<file path="src/rtl/demux_4b_1to5_if.sv">
// Bus bundle for the 1-to-5 steering demux: the data/select inputs going in,
// and the five steered outputs plus invalid-select diagnostics coming back.
interface demux_4b_1to5_if #(
  parameter int WIDTH     = 4,
  parameter int ERR_CNT_W = 8
);
  logic [WIDTH-1:0]     in_;
  logic [2:0]           sel;
  logic [WIDTH-1:0]     out0;
  logic [WIDTH-1:0]     out1;
  logic [WIDTH-1:0]     out2;
  logic [WIDTH-1:0]     out3;
  logic [WIDTH-1:0]     out4;
  logic                 sel_err;
  logic [ERR_CNT_W-1:0] err_cnt;

  // Source side: drives data and select, observes the steered outputs.
  modport master (
    output in_, sel,
    input  out0, out1, out2, out3, out4, sel_err, err_cnt
  );

  // Demux side: consumes data and select, drives the steered outputs.
  modport slave (
    input  in_, sel,
    output out0, out1, out2, out3, out4, sel_err, err_cnt
  );
endinterface

</file>
<file path="src/rtl/demux_4b_1to5.sv">
// 1-to-5 demultiplexer. The selected output carries in_, all others are zero.
// Select codes 5..7 are invalid: every output is zero, sel_err is raised and a
// saturating counter records how many clock edges saw an invalid select.
// REG_OUT=1 adds one register stage on the outputs and sel_err; the counter
// always samples the combinational error so it is identical in both modes.
module demux_4b_1to5 #(
  parameter int WIDTH     = 4,
  parameter int REG_OUT   = 0,
  parameter int ERR_CNT_W = 8
) (
  input  logic               clk,
  input  logic               reset,
  demux_4b_1to5_if.slave     bus
);

  localparam logic [ERR_CNT_W-1:0] CNT_ONE = ERR_CNT_W'(1);
  localparam logic [ERR_CNT_W-1:0] CNT_MAX = '1;

  logic [WIDTH-1:0]     out_c [5];
  logic                 sel_err_c;
  logic [ERR_CNT_W-1:0] err_cnt_q;

  // Steering decode: exactly one output gets in_, invalid codes zero them all.
  always_comb begin
    for (int k = 0; k < 5; k++) out_c[k] = '0;
    sel_err_c = 1'b0;
    case (bus.sel)
      3'd0:    out_c[0] = bus.in_;
      3'd1:    out_c[1] = bus.in_;
      3'd2:    out_c[2] = bus.in_;
      3'd3:    out_c[3] = bus.in_;
      3'd4:    out_c[4] = bus.in_;
      default: sel_err_c = 1'b1;
    endcase
  end

  // Invalid-select counter; sticks at all-ones rather than wrapping.
  always_ff @(posedge clk or negedge reset) begin
    if (!reset) begin
      err_cnt_q <= '0;
    end else if (sel_err_c && (err_cnt_q != CNT_MAX)) begin
      err_cnt_q <= err_cnt_q + CNT_ONE;
    end
  end

  assign bus.err_cnt = err_cnt_q;

  if (REG_OUT != 0) begin : g_reg
    logic [WIDTH-1:0] out_r [5];
    logic             sel_err_r;

    // Output stage: one cycle of latency, cleared immediately by reset.
    always_ff @(posedge clk or negedge reset) begin
      if (!reset) begin
        out_r     <= '{default: '0};
        sel_err_r <= 1'b0;
      end else begin
        out_r     <= out_c;
        sel_err_r <= sel_err_c;
      end
    end

    assign bus.out0    = out_r[0];
    assign bus.out1    = out_r[1];
    assign bus.out2    = out_r[2];
    assign bus.out3    = out_r[3];
    assign bus.out4    = out_r[4];
    assign bus.sel_err = sel_err_r;
  end else begin : g_comb
    assign bus.out0    = out_c[0];
    assign bus.out1    = out_c[1];
    assign bus.out2    = out_c[2];
    assign bus.out3    = out_c[3];
    assign bus.out4    = out_c[4];
    assign bus.sel_err = sel_err_c;
  end

endmodule

</file>
<file path="src/flat_wrapper.sv">
// flat-port wrapper written by rule: the top's interface ports become plain ports
module demux_4b_1to5_flat 
#(
  parameter int WIDTH     = 4,
  parameter int REG_OUT   = 0,
  parameter int ERR_CNT_W = 8
)
  (clk, reset, bus_in_, bus_sel, bus_out0, bus_out1, bus_out2, bus_out3, bus_out4, bus_sel_err, bus_err_cnt);
  demux_4b_1to5_if #(.WIDTH(WIDTH), .ERR_CNT_W(ERR_CNT_W)) bus_i ();
  input  logic clk;
  input  logic reset;
  input wire logic [$bits(bus_i.in_)-1:0] bus_in_;
  input wire logic [$bits(bus_i.sel)-1:0] bus_sel;
  output wire logic [$bits(bus_i.out0)-1:0] bus_out0;
  output wire logic [$bits(bus_i.out1)-1:0] bus_out1;
  output wire logic [$bits(bus_i.out2)-1:0] bus_out2;
  output wire logic [$bits(bus_i.out3)-1:0] bus_out3;
  output wire logic [$bits(bus_i.out4)-1:0] bus_out4;
  output wire logic [$bits(bus_i.sel_err)-1:0] bus_sel_err;
  output wire logic [$bits(bus_i.err_cnt)-1:0] bus_err_cnt;
  assign bus_i.in_ = bus_in_;
  assign bus_i.sel = bus_sel;
  assign bus_out0 = bus_i.out0;
  assign bus_out1 = bus_i.out1;
  assign bus_out2 = bus_i.out2;
  assign bus_out3 = bus_i.out3;
  assign bus_out4 = bus_i.out4;
  assign bus_sel_err = bus_i.sel_err;
  assign bus_err_cnt = bus_i.err_cnt;
  demux_4b_1to5 #(.WIDTH(WIDTH), .REG_OUT(REG_OUT), .ERR_CNT_W(ERR_CNT_W)) u_core (.clk(clk), .reset(reset), .bus(bus_i));
endmodule
</file>
<file path="config.mk">
export PLATFORM = sky130hd
export DESIGN_NAME = demux_4b_1to5_flat
export DESIGN_NICKNAME = d
export VERILOG_FILES = /design/src/rtl/demux_4b_1to5_if.sv /design/src/rtl/demux_4b_1to5.sv /design/src/flat_wrapper.sv
export SDC_FILE = /design/constraint.sdc
export NUM_CORES = 1
export LEC_CHECK = 0
export BUFFER_PORTS_ARGS = -buffer_cell sky130_fd_sc_hd__buf_2
export CAP_MARGIN = 25
export CORE_MARGIN = 8
export CORE_UTILIZATION = 25
export CTS_BUF_LIST = sky130_fd_sc_hd__clkbuf_8
export CTS_CLUSTER_DIAMETER = 100
export CTS_CLUSTER_SIZE = 12
export DETAILED_ROUTE_END_ITERATION = 8
export PLACE_DENSITY = 0.63
export SETUP_SLACK_MARGIN = 0.3
export SYNTH_ARGS = -nofsm -noshare
export SYNTH_HDL_FRONTEND = slang
export SYNTH_SLANG_ARGS = --single-unit
</file>
<file path="constraint.sdc">
create_clock -name clk -period 3.01 [get_ports clk]
set_clock_uncertainty 0.05 [all_clocks]
set_input_delay 0.4515 -clock clk [delete_from_list [all_inputs] [get_ports clk]]
set_output_delay 0.4515 -clock clk [all_outputs]
set_load 0.02 [all_outputs]
</file>
==> results.toml <==
[clock_tree]
root_buffer = "clkbuf_8"
h-tree-depth = 1
clock_path_buffers = 2
cts_buffers = 3
clkLatencyLatePin_ps = 230
postCtsSetupBuffers = 0
path_clk_slew_ps = 40
cts.sinks = 8
cts_hold_buf = 0
ctsResizeCount = 0
cts_tree = "built"

[cells_and_area]
areaGrowthSynthToFinish_pct = 44.3
largest_reg_flops = 8
final_common_cell = "buf_2"
nets = 116
mostFrequentLayoutCells = "buf_2 (37), nor2_1 (14), nand2b_1 (8), dfrtp_1 (8), and3_1 (5)"
drive_gt1_share_pct = 43.3
final_area_sq_um = 811
n_antenna_cell = 0
fin_util_pct = 37.4

[synth]
synth.area.top_cells = "dfrtp_1 (36%), nor2_1 (9.4%), nand2b_1 (8.9%)"
synth_cells = 66
yosys.area.top_type = "dfrtp_1"
synth_area_sq_um = 562
synth.distinct_cells = 22
synth-seq-area-share_pct = 35.6
yosysTopAreaCellShare_pct = 35.6
ys_ff_latch = 8
syn_nets = 76
yosys_warnings = 0
synth-edff-count = 0
synth_flop_cell = "dfrtp_1"
async_reset_ff_share_pct = 100
avgSynthCellArea_sq_um = 8.51

[global_routing]
antenna_found_initial = 0
grt.total_usage_pct = 8.16
grt_overflow = 0
grt_pass1_wl_um = 2790
grt_max_degree = 11
grt_pass1_vias = 664

[power]
p_sw_w = 0.000243
internal_power_w = 0.000333
combPwrFrac_pct = 40.9
p_seq_share_pct = 36.7
leakage_nw = 0.436
total_power_w = 0.000576
switching_share_pct = 42.2
power_density_nw_per_um2 = 711
max-vdd-ir-drop_uv = 356
p_clk_share_pct = 22.4

[sta]
grt_setup_unrepaired = "false"
fin_crit_sh_pct = 58.8
setup_viol = 0
finalHoldViolations = 0
holdWs_ps = 9.87
tns_ps = 0
maxSlewViolCount = 0
max-slew-margin-rel_pct = 77.2
layout_min_cycle_time_ps = 1770
tightest_slew_ps = 341
fmax_mhz = 565

[setup_path]
start_kind = "input pin"
r2r_start = "u_core.bus.err_cnt[0]"
cp.arrival_ps = 1270
crit_fanout = 9
crit_start = "bus_sel[1]"
slowest_stage = "nor2_1"
critPathCaptureType = "output pin"
r2r_cells = 5
rr_endpoint = "u_core.bus.err_cnt[6]"
cp_cell_sequence = "buf_2, nor2_1, and3_1, buf_2"
crit_path_frequent_cell = "buf_2"
worst_path_largest_cell_delay_ps = 300
cp.required_ps = 2510
endpoint = "bus_out4[2]"
crit_type = "in2out"
r2r_slack_ps = 1350

[drt]
routed_wl_um = 1680
wl_per_cell_um = 12.7
drc = 0
drt_iter0_drc = 43
vias = 619
ant_nets = 0
via_per_inst = 4.69
dr.pass1.iters = 4

[placement]
gp_congestion = 0.754
io_buffers = 37
dpl.hpwl_um = 1370
placement.cell_area_sq_um = 769

[floorplanning]
num_io_pins = 38
dieWidth_um = 63.4
dieArea_sq_um = 4020
row_count = 17
die_h_um = 63.4
placeableCoreArea_sq_um = 2170
start_util_pct = 25.9

[run_status]
outcome = "finished, final reports clean"

[run]
cap_viol_max_count = 0

[worst_hold_path]
hp-class = "in2async"
==> Yosys cell counts, drive strengths merged (2+ instances only) <==
| cell | n |
|---|---|
| nand2 | 4 |
| a21oi | 4 |
| nand2b | 8 |
| nor3 | 4 |
| xnor2 | 2 |
| mux2 | 3 |
| and3 | 5 |
| and4 | 2 |
| nor2 | 14 |
| nand3 | 4 |
| dfrtp | 8 |
| o21a | 2 |
| buf | 2 |
==> routing by layer <==
layer / wire length (um) / track usage, % / up-vias
met5: 0 / 0 / -
met4: 32 / 4.18 / 0
li1: - / - / 305
met1: 730 / 8.14 / 270
met2: 630 / 12.5 / 41
met3: 281 / 5.65 / 3
==> worst min path at each step <==
stage                from                    end  slack, ps  cells past startpoint
CTS                 reset  u_core.bus.err_cnt[1]         20                      1
global route        reset  u_core.bus.err_cnt[3]         30                      1
floorplan           reset  u_core.bus.err_cnt[0]        110                      0
global placement    reset  u_core.bus.err_cnt[5]        250                      1
finish              reset  u_core.bus.err_cnt[3]         10                      1
detailed placement  reset  u_core.bus.err_cnt[1]        260                      1
==> power by group through the flow <==
stage	Sequential (W)	Clock, W	Combinational, W
final	0.000212	0.000129	0.000235
after global routing	0.000221	0.000136	0.000258
after CTS	0.000211	0.000132	0.000238
after detailed placement	0.000212	0	0.000234
after global placement	0.000210	0	0.000232
after floorplan	0.000256	0	0.000103
==> kinds of logic (layout without fill, tap and decap cells) <==
kind of cell             count (synthesis)  count (layout)  synth area share (%)
AND/OR/NAND/NOR                         44              44                  42.5
buffers and inverters                    2              40                  2.23
flip-flops                               8               8                  35.6
adder cells (fa/ha/maj)                  1               1                  2.23
AO/OA/AOI/OAI                            6               6                  7.57
XOR/XNOR                                 2               2                  3.12
multiplexers                             3               3                  6.68
==> layout make-up <==
type / instances / area [sq um]
Fill cell: 224 / 1360
Clock buffer: 3 / 41.3
Sequential cell: 8 / 200
Timing Repair Buffer: 37 / 185
Multi-Input combinational cell: 56 / 349
Tap cell: 28 / 35.0
==> metrics by stage <==
stage	worst slack, ps	instances
after floorplan	1390	66
after global placement	1300	129
after detailed placement	1260	129
after CTS	1260	132
after global routing	1170	132
final	1240	132
==> worst max-delay path: cells and delay by family <==
family / cells / cell delay, ps
buffers and inverters: 2 / 310
AND/OR/NAND/NOR: 2 / 500
Power figures use the tool's default switching activity.
